--- src/rtl/uart_rx_fifo_byte_fifo.sv ---
// Byte FIFO with an inline register array, wrapping pointers and an occupancy count.
// A push into a full FIFO is accepted only when a pop frees the head slot in the same cycle.
module byte_fifo #(
    parameter int DEPTH    = 16,
    parameter int PTR_BITS = 4
) (
    input  logic                clk,
    input  logic                reset,
    input  logic                push,
    input  logic [7:0]          push_data,
    input  logic                pop,
    output logic [7:0]          rd_data,
    output logic [PTR_BITS:0]   count,
    output logic                empty,
    output logic                full
);

    localparam logic [PTR_BITS:0] DEPTH_CNT = DEPTH[PTR_BITS:0];

    logic [7:0]          mem [DEPTH];
    logic [PTR_BITS-1:0] rd_ptr;
    logic [PTR_BITS-1:0] wr_ptr;
    logic                pop_ok;
    logic                push_ok;

    assign empty   = (count == '0);
    assign full    = (count == DEPTH_CNT);
    assign pop_ok  = pop && !empty;
    assign push_ok = push && (!full || pop_ok);
    assign rd_data = mem[rd_ptr];

    // Storage is deliberately left out of reset.
    always_ff @(posedge clk) begin
        if (push_ok) begin
            mem[wr_ptr] <= push_data;
        end
    end

    always_ff @(posedge clk) begin
        if (reset) begin
            rd_ptr <= '0;
            wr_ptr <= '0;
            count  <= '0;
        end else begin
            if (push_ok) begin
                wr_ptr <= wr_ptr + 1'b1;
            end
            if (pop_ok) begin
                rd_ptr <= rd_ptr + 1'b1;
            end
            case ({push_ok, pop_ok})
                2'b10:   count <= count + 1'b1;
                2'b01:   count <= count - 1'b1;
                default: count <= count;
            endcase
        end
    end

endmodule

--- src/rtl/uart_rx_fifo.sv ---
// Drains the uart rx holding register into a byte FIFO via the rx_ready/rx_ready_clear
// handshake; tracks a sticky overflow flag for bytes dropped while full.
module uart_rx_fifo #(
    parameter int DEPTH    = 16,
    parameter int PTR_BITS = 4
) (
    input  logic                raw_clk,
    input  logic                reset,
    input  logic [7:0]          uart_rx_data,
    input  logic                uart_rx_ready,
    output logic                uart_rx_ready_clear,
    input  logic                pop,
    output logic [7:0]          rd_data,
    output logic [PTR_BITS:0]   count,
    output logic                empty,
    output logic                full,
    output logic                overflow,
    input  logic                overflow_clear
);

    typedef enum logic [1:0] {
        IDLE = 2'd0,
        ACK  = 2'd1,
        WAIT = 2'd2
    } state_t;

    state_t state_q;
    state_t state_d;
    logic   capture;
    logic   drop;

    always_ff @(posedge raw_clk) begin
        if (reset) begin
            state_q <= IDLE;
        end else begin
            state_q <= state_d;
        end
    end

    // WAIT holds off a second capture until the uart has dropped rx_ready.
    always_comb begin
        state_d = state_q;
        capture = 1'b0;
        case (state_q)
            IDLE: begin
                if (uart_rx_ready) begin
                    capture = 1'b1;
                    state_d = ACK;
                end
            end
            ACK:     state_d = WAIT;
            WAIT:    state_d = uart_rx_ready ? WAIT : IDLE;
            default: state_d = IDLE;
        endcase
    end

    assign uart_rx_ready_clear = (state_q == ACK);

    // A pop in the capture cycle frees a slot, so only full-without-pop drops.
    assign drop = capture && full && !pop;

    always_ff @(posedge raw_clk) begin
        if (reset) begin
            overflow <= 1'b0;
        end else if (drop) begin
            overflow <= 1'b1;
        end else if (overflow_clear) begin
            overflow <= 1'b0;
        end
    end

    byte_fifo #(
        .DEPTH    (DEPTH),
        .PTR_BITS (PTR_BITS)
    ) u_fifo (
        .clk       (raw_clk),
        .reset     (reset),
        .push      (capture),
        .push_data (uart_rx_data),
        .pop       (pop),
        .rd_data   (rd_data),
        .count     (count),
        .empty     (empty),
        .full      (full)
    );

endmodule

--- config.mk ---
export PLATFORM = sky130hd
export DESIGN_NAME = uart_rx_fifo
export DESIGN_NICKNAME = d
export VERILOG_FILES = /design/src/rtl/uart_rx_fifo_byte_fifo.sv /design/src/rtl/uart_rx_fifo.sv
export SDC_FILE = /design/constraint.sdc
export NUM_CORES = 1
export LEC_CHECK = 0
export BUFFER_PORTS_ARGS = -buffer_cell sky130_fd_sc_hd__buf_2
export CORE_MARGIN = 2
export CORE_UTILIZATION = 45
export DETAILED_ROUTE_END_ITERATION = 6
export MAX_ROUTING_LAYER = met4
export PLACE_DENSITY = 0.6
export SYNTH_ARGS = -nofsm -noshare
export SYNTH_HDL_FRONTEND = slang
export SYNTH_SLANG_ARGS = --single-unit
--- constraint.sdc ---
create_clock -name raw_clk -period 3.68 [get_ports raw_clk]
set_input_delay 1.104 -clock raw_clk [delete_from_list [all_inputs] [get_ports raw_clk]]
set_output_delay 1.104 -clock raw_clk [all_outputs]
set_load 0.02 [all_outputs]
==> out/summary.txt <==
Cell Area, Placed = 0.00636 mm²
Post-Syn Area = 0.00598 mm²
Fin Setup TNS = 0 ns
Pleak = 2.30 nW
Seq/Total Area, Yosys = 71.0%
CP endpoint kind = primary output
Ports = 30
Clk sinks = 148
Synth warnings = 0
Average size of a mapped cell = 19.3 µm²
Clk pwr share = 35.5%
Hold Crit Depth = 2
Post-cts gate resize count = 0
Placer's final routability congestion estimate = 0.820
EDFF count, synth = 128
GRT overflow = 0
Antenna diodes = 0
Pre-CTS WS = 0.453 ns
Die Ht = 119 µm
Fill count = 1040
CP max stage cell = mux4_2
RR Startpoint = u_fifo.count[2]
Final setup fails = 0
Site Rows = 42
Most used cell, CP = mux4_2
Layout Cells excl Fill = 541
Seq pwr share = 43.0%
Status = finished clean
Fin area = 0.00693 mm²
Min-delay src = overflow
Synth Register Bits = 148
Peak VDD IR = 0.335 mV
Hold Path Class = reg2reg
Final Skew = 0.00669 ns
Fin crit period = 3.43 ns
DRC errors left = 0
R2R setup slack = 1.07 ns
CP peak stage delay = 0.57 ns
Setup Buffers After CTS = 0
Port buffer count = 29
Placed Cells = 510
F_max = 0.292 GHz
Power Internal = 0.00336 W
CTS tree = built
Initial Util = 45.7%
Post-layout util = 53.0%
Max Slew Vio Count = 0
Routed vias = 3003
DRT Wirelength = 11600 µm
CTS hold repair buffers = 0
Comb pwr share = 21.5%
Worst endpoint required time = 2.58 ns
Ys async rst share = 0%
Routed Antenna Nets = 0
Power per cell area = 662 mW/mm²
Die W = 119 µm
TritonRoute pass-1 iters = 4
Final #Nets = 373
Setup CP Type = reg2out
Final period util = 93.1%
Core Region = 0.0131 mm²
Crit path max fanout = 32
Die ar. = 0.0142 mm²
Vias in the first global route = 3057
CP arrival = 2.32 ns
Max Cap Violations = 0
RSZ-0062 raised after global routing = no
Buf/Inv on CP = 2
Unique masters post-synth = 45
Worst r2r dst = u_fifo.count[4]
Worst path cell trace = buf_12 -> mux4_2 -> mux4_2 -> buf_2
Switching Share = 26.8%
Area Overhead vs Synth = 16.0%
Predominant post-synthesis flop cell = edfxtp_1
Num CTS Buffers = 17
CP delay by family, top = multiplexers
Htree depth = 4
Slew @ Worst Pin = 0.738 ns
Largest net degree at the start of global routing = 33
Root cell of the clock tree = clkbuf_16
Hold worst-path end = overflow
First-pass GRT wire length = 17800 µm
DRT iter0 DRCs = 237
Syn_nets = 329
Reg clk slew, reported paths = 0.06 ns
Fraction of layout cells with a size suffix above 1 = 32.3%
PnR worst setup slack = 0.254 ns
Drt via density = 5.55
DR WL/cell = 21.5 µm
Final hold violations = 0
Final HPWL DP = 7460 µm
Rel. slew slack = 50.7%
Cells after synthesis = 309
Reg2reg path depth = 8
Clock Path Buffers = 2
Crit path launch type = register
Sw Pwr = 0.00123 W
Initial antenna violation count = 0
Clk Latency, worst-skew pair = 0.41 ns
GRT Total Usage = 18.4%
[how the worst max path moves through the flow]
stage / from / to / slack [ns] / cells past startpoint
CTS: register / rd_data[6] / 0.22 / 4
floorplan: uart_rx_ready / u_fifo.count[4] / 0.60 / 8
finish: register / rd_data[6] / 0.25 / 4
detailed placement: uart_rx_ready / u_fifo.mem[2][5] / 0.45 / 5
global route: register / rd_data[3] / 0.18 / 4
global placement: uart_rx_ready / u_fifo.mem[0][3] / 0.50 / 5
[power groups by stage]
| stage | clock network, W | logic [W] | registers [W] |
|---|---|---|---|
| global route | 0.00173 | 0.00107 | 0.00198 |
| global placement | 0 | 0.00100 | 0.00200 |
| detailed placement | 0 | 0.00100 | 0.00201 |
| finish | 0.00163 | 0.000987 | 0.00197 |
| floorplan | 0 | 0.000740 | 0.00200 |
| CTS | 0.00166 | 0.00100 | 0.00197 |
[layer usage]
| metal | wire [µm] | track usage [%] |
|---|---|---|
| met1 | 5180 | 24.9 |
| met2 | 5590 | 26.7 |
| met3 | 643 | 4.69 |
| met4 | 217 | 7.96 |
| met5 | 0 | - |
[cells in the mapped netlist (all sizes together) (3+ instances only)]
master	instances	area (µm²)
nor3	3	15.0
buf	8	52.6
a21oi	6	33.8
nor2b	4	25.0
xnor2	3	26.3
dfxtp	20	400
mux2i	3	30.0
xor2	4	35.0
clkbuf	8	30.0
and2	12	75.1
and4	4	35.0
mux2	3	37.5
mux4	40	901
o21ai	3	15.0
nor2	19	71.3
ha	7	87.6
inv	5	18.8
edfxtp	128	3840
a211oi	3	27.5
[cell type report]
class	instances	area [µm²]	share of cell area [%]
clock buffers	18	429	6.19
flip-flops and latches	148	4250	61.3
repair buffers	41	248	3.57
inverters	5	18.8	0.271
well taps	176	220	3.18
multi-input cells	140	1630	23.5
clock inverters	13	138	1.99
[sequential cells by signal (all words and copies together) (netlist names), named ones only]
signal / flops
u_fifo.rd_ptr: 4
u_fifo.mem: 128
u_fifo.count: 5
overflow: 1
state_q: 2
u_fifo.wr_ptr: 4
[logic make-up after synthesis]
group	share of synthesized area, %
AO/OA/AOI/OAI	2.76
XOR/XNOR	1.03
adder cells (fa/ha/maj)	1.47
buffers and inverters	1.70
flip-flops	71.0
multiplexers	16.2
AND/OR/NAND/NOR	5.84
[per-stage QoR]
stage               total power (W)  hold WS, ns
global placement            0.00301        0.479
finish                      0.00459        0.497
CTS                         0.00464        0.499
floorplan                   0.00274        0.490
global route                0.00477        0.536
detailed placement          0.00301        0.484
[placed cells by master (no fill, tap or decap), types with 5 or more instances in the layout]
cell,n
buf_2,29
edfxtp_1,128
inv_1,5
and2_1,12
buf_4,11
clkinv_4,5
dfxtp_1,19
nor2_1,19
ha_1,7
mux4_2,40
clkbuf_16,17
a21oi_1,5
[worst reg2reg max path, delay by kind of cell (launching register included)]
kind            cells  cell delay (ns)
compound gates      3             0.42
xor+xnor            1             0.17
fa+ha+maj           1             0.23
flops               1             0.41
mux                 1             0.27
simple gates        2             1.00
No activity file was read; power rests on OpenSTA's default activity.
